--- config.mk ---
export PLATFORM = sky130hd
export DESIGN_NAME = reg_serial_tx_flat
export DESIGN_NICKNAME = d
export VERILOG_FILES = /design/src/rtl/reg_serial_tx_if.sv /design/src/rtl/reg_serial_tx.sv /design/src/flat_wrapper.sv
export SDC_FILE = /design/constraint.sdc
export NUM_CORES = 1
export LEC_CHECK = 0
export ABC_AREA = 1
export BUFFER_PORTS_ARGS = -buffer_cell sky130_fd_sc_hd__buf_2
export CAP_MARGIN = 25
export CORE_MARGIN = 2
export CORE_UTILIZATION = 51
export DETAILED_ROUTE_END_ITERATION = 6
export GPL_ROUTABILITY_DRIVEN = 0
export GPL_TIMING_DRIVEN = 1
export PLACE_DENSITY = 0.79
export SLEW_MARGIN = 20
export SYNTH_ARGS = -nofsm -noshare
export SYNTH_HDL_FRONTEND = slang
export SYNTH_SLANG_ARGS = --single-unit
--- constraint.sdc ---
create_clock -name CLK -period 2.1 [get_ports CLK]
set_clock_uncertainty 0.15 [all_clocks]
set_input_delay 0.63 -clock CLK [delete_from_list [all_inputs] [get_ports CLK]]
set_output_delay 0.63 -clock CLK [all_outputs]
set_load 0.01 [all_outputs]
--- src/rtl/reg_serial_tx_if.sv ---
// Start/Ready handshake and serial output bundle for reg_serial_tx.
interface reg_serial_tx_if;
  logic       Start;
  logic [7:0] Din;
  logic       Ready;
  logic       Busy;
  logic       TxD;
  logic       Done;

  modport master (output Start, Din, input Ready, Busy, TxD, Done);
  modport slave  (input Start, Din, output Ready, Busy, TxD, Done);
endinterface

--- src/rtl/reg_serial_tx.sv ---
// Byte-to-serial frame transmitter: start bit, 8 data bits LSB first,
// optional even parity, stop bit; each bit held CLKS_PER_BIT clocks.
module reg_serial_tx #(
  parameter int CLKS_PER_BIT = 4,
  parameter int PARITY_EN    = 1
) (
  input logic           CLK,
  input logic           Reset,
  reg_serial_tx_if.slave bus
);

  typedef enum logic [2:0] {
    S_IDLE,
    S_START,
    S_DATA,
    S_PARITY,
    S_STOP
  } state_t;

  localparam logic [7:0] BAUD_MAX = 8'(CLKS_PER_BIT - 1);

  state_t     state;
  logic [7:0] shreg;
  logic       par;
  logic [2:0] bitcnt;
  logic [7:0] baud;
  logic       txd_q;
  logic       ready_q;
  logic       done_q;
  logic       bit_end;

  assign bit_end   = (baud == BAUD_MAX);
  assign bus.TxD   = txd_q;
  assign bus.Ready = ready_q;
  assign bus.Busy  = ~ready_q;
  assign bus.Done  = done_q;

  always_ff @(posedge CLK or negedge Reset) begin
    if (!Reset) begin
      state   <= S_IDLE;
      shreg   <= '0;
      par     <= 1'b0;
      bitcnt  <= '0;
      baud    <= '0;
      txd_q   <= 1'b1;
      ready_q <= 1'b1;
      done_q  <= 1'b0;
    end else begin
      done_q <= 1'b0;
      if (state == S_IDLE) begin
        if (bus.Start) begin
          shreg   <= bus.Din;
          par     <= ^bus.Din;
          baud    <= '0;
          state   <= S_START;
          txd_q   <= 1'b0;
          ready_q <= 1'b0;
        end
      end else if (!bit_end) begin
        baud <= baud + 8'd1;
      end else begin
        // The next bit's level is registered on the edge that ends the current bit.
        baud <= '0;
        unique case (state)
          S_START: begin
            state  <= S_DATA;
            bitcnt <= '0;
            txd_q  <= shreg[0];
          end
          S_DATA: begin
            if (bitcnt == 3'd7) begin
              if (PARITY_EN != 0) begin
                state <= S_PARITY;
                txd_q <= par;
              end else begin
                state <= S_STOP;
                txd_q <= 1'b1;
              end
            end else begin
              bitcnt <= bitcnt + 3'd1;
              shreg  <= shreg >> 1;
              txd_q  <= shreg[1];
            end
          end
          S_PARITY: begin
            state <= S_STOP;
            txd_q <= 1'b1;
          end
          S_STOP: begin
            state   <= S_IDLE;
            ready_q <= 1'b1;
            done_q  <= 1'b1;
          end
          default: begin
            state   <= S_IDLE;
            txd_q   <= 1'b1;
            ready_q <= 1'b1;
          end
        endcase
      end
    end
  end

endmodule

--- src/flat_wrapper.sv ---
// flat-port wrapper written by rule: the top's interface ports become plain ports
module reg_serial_tx_flat 
#(
  parameter int CLKS_PER_BIT = 4,
  parameter int PARITY_EN    = 1
)
  (CLK, Reset, bus_Start, bus_Din, bus_Ready, bus_Busy, bus_TxD, bus_Done);
  reg_serial_tx_if bus_i ();
  input logic CLK;
  input logic Reset;
  input wire logic [$bits(bus_i.Start)-1:0] bus_Start;
  input wire logic [$bits(bus_i.Din)-1:0] bus_Din;
  output wire logic [$bits(bus_i.Ready)-1:0] bus_Ready;
  output wire logic [$bits(bus_i.Busy)-1:0] bus_Busy;
  output wire logic [$bits(bus_i.TxD)-1:0] bus_TxD;
  output wire logic [$bits(bus_i.Done)-1:0] bus_Done;
  assign bus_i.Start = bus_Start;
  assign bus_i.Din = bus_Din;
  assign bus_Ready = bus_i.Ready;
  assign bus_Busy = bus_i.Busy;
  assign bus_TxD = bus_i.TxD;
  assign bus_Done = bus_i.Done;
  reg_serial_tx #(.CLKS_PER_BIT(CLKS_PER_BIT), .PARITY_EN(PARITY_EN)) u_core (.CLK(CLK), .Reset(Reset), .bus(bus_i));
endmodule
==> impl_results.md <==
* Status: complete, no violations
* R2R depth at 8
* Setup ws final at 0.275 ns
* Slew headroom at 60.8%
* Final Net Count at 247
* CP Capture Type: output pin
* Crit path depth at 2
* Flop-to-flop setup slack at 0.42 ns
* Syn Nets at 230
* Final period utilization at 86.9%
* Post-route ant nets at 0
* Vias per inst at 5.03
* Mapped cell area at 1580 um^2
* Cell family with most CP delay: flip-flops
* Clk root buf: clkbuf_4
* Actual slew at the worst max-slew pin at 0.588 ns
* Post-place setup slack at 0.427 ns
* Area added between synthesis and finish at 7.91%
* Largest net degree at the start of global routing at 27
* Final hold slack at 0.132 ns
* Number of remaining DRC errors at 0
* Tightest Hold Check Type: primary input to asynchronous set/reset pin
* Largest stage delay, worst path at 0.55 ns
* Reg clk slew, reported paths at 0.14 ns
* First-pass GRT wire length at 5150 um
* Post-synthesis mux area share at 0%
* Core region area at 3000 um^2
* Register area at 653 um^2
* Min cycle time layout at 1.82 ns
* Adder-cell share of the synthesized area at 2.37%
* CP endpoint: bus_Busy
* RR Endpoint: u_core.shreg[0]$_DFFE_PN0P_
* Max Root-Sink Buffers at 2
* Syn Inst Count at 216
* CTS Hold Bufs at 0
* Chip width at 59.7 um
* Synth Register Bits at 26
* Antenna violations before repair at 0
* Leak at 0.961 nW
* # resized after CTS at 0
* DRT Pass-1 Iters at 4
* WL/cell at 11.1 um
* Final hold vios at 0
* Rows at 20
* Commonest non-fill, non-tap cell in the layout: nand2_1
* Post-CTS Setup Repair Bufs at 0
* Initial DRC Count at 60
* Register area share after synthesis at 41.3%
* CP required at 1.32 ns
* Worst-path cell chain: inv_1 > buf_2
* Vias post-DR at 1334
* Initial Utilization at 52.7%
* Synth warn at 0
* Share of cells above drive strength 1 at 16.4%
* Tot GR Track Use at 19.0%
* Setup Viol. Count Final at 0
* XOR/XNOR Fraction of Synth Area at 1.66%
* Crit path max fanout at 2
* Die H at 59.7 um
* Highest-count cells in the layout ignoring fill and taps: 81 x nand2_1, 26 x inv_1, 26 x nand3_1, 24 x dfrtp_1, 14 x buf_2
* Diode count at 0
* Area occupied by multi-input gates at 781 um^2
* H-tree levels at 1
* CTS tree: yes
* Unrepaired setup endpoints after global routing: no
* Worst vdd ir at 0.562 mV
* Power per standard cell area at 1320 nW/um^2
* Clock sinks at 26
* Die Area at 3570 um^2
* CP max stage cell: dfstp_2
* Grt ovf at 0
* Library cells used by synthesis at 25
* Total power at 2.26 mW
* Setup TNS at 0 ns
* Crit path kind: flop to output pin
* Max-Cap Viols at 0
* Number of port buffers at 14
* Slew Viols, Final at 0
* Setup crit start kind: flop
* Synth Area in Simple Gates at 38.1%
* Vias in the first global route at 1194
* Largest family of logic cells by synthesized area: simple AND/OR/NAND/NOR gates
* IO Pins at 15
* Num CTS Buffers at 3
* Worst Path Buf+Inv at 2
* Synth Area in Compound Gates at 7.19%
* Final wirelength at 2950 um
* Final Util at 56.9%
* Clk_lat worst skew at 0.32 ns
* Fmax achieved at 0.548 GHz
* Reg2reg start: u_core.baud[0]$_DFFE_PN0P_
* Critical Path AT at 1.04 ns
* Synth Area per Inst at 7.33 um^2
* DPL Wire Length at 2190 um
* Setup crit start: u_core.bus.Ready$_DFFE_PN1P_
* Fillcell total at 291
sequential cells by signal (all words and copies together) (netlist names):
name	cells
u_core.par	1
u_core.baud	8
u_core.state	3
u_core.bitcnt	3
u_core.bus.Ready	1
u_core.bus.TxD	1
u_core.bus.Done	1
u_core.shreg	8
area by class of cell:
class                           instances  area share (%)
Multi-Input combinational cell        157            45.7
Sequential cell                        26            38.2
Inverter                               31            7.40
Timing Repair Buffer                   14            4.10
Tap cell                               33            2.42
Clock buffer                            4            2.12
cell families (layout without fill, tap and decap cells):
| family | count (synthesis) | in the layout |
|---|---|---|
| buffers and inverters | 33 | 49 |
| AND/OR/NAND/NOR | 130 | 130 |
| flip-flops | 26 | 26 |
| XOR/XNOR | 3 | 3 |
| adder cells (fa/ha/maj) | 3 | 3 |
| AO/OA/AOI/OAI | 21 | 21 |
cell usage after synthesis, drive strengths merged:
master  instances  area (um^2)
nand2          89          379
inv            31          126
nand3          26          130
dfrtp          24          601
o21ai          18         93.8
nor2           13         82.6
ha              3         37.5
buf             2         22.5
dfstp           2         52.6
o22ai           2         12.5
xnor2           2         17.5
nand4           1         6.26
nor3            1         5.00
o211ai          1         7.51
xor2            1         8.76
where the power goes:
group	internal, mW	switching, mW	leakage (nW)
Clock	0.106	0.150	0.0210
Sequential	0.684	0.160	0.338
Combinational	0.383	0.774	0.603
Total	1.17	1.08	0.961
worst min-delay path by stage:
stage / start / end / slack, ns
floorplan: Reset / u_core.baud[0]$_DFFE_PN0P_ / 0.18
global placement: u_core.shreg[6]$_DFFE_PN0P_ / u_core.shreg[6]$_DFFE_PN0P_ / 0.30
detailed placement: u_core.shreg[4]$_DFFE_PN0P_ / u_core.shreg[4]$_DFFE_PN0P_ / 0.31
CTS: Reset / u_core.baud[5]$_DFFE_PN0P_ / 0.14
global route: Reset / u_core.baud[6]$_DFFE_PN0P_ / 0.15
finish: Reset / u_core.baud[6]$_DFFE_PN0P_ / 0.13
through the flow:
step	area (um^2)	std cells
5_1_grt	1710	265
3_3_place_gp	1670	261
6_report	1710	265
4_1_cts	1710	265
2_1_floorplan	1580	216
3_5_place_dp	1670	261
per-layer routing:
layer / share of wire (%) / wire length (um) / track usage, %
met1: 50 / 1480 / 26.5
met3: 3.5 / 104 / 2.81
met2: 44 / 1300 / 29.7
met5: 0 / 0 / 0
met4: 1.9 / 55 / 7.62
Power figures use the tool's default switching activity.
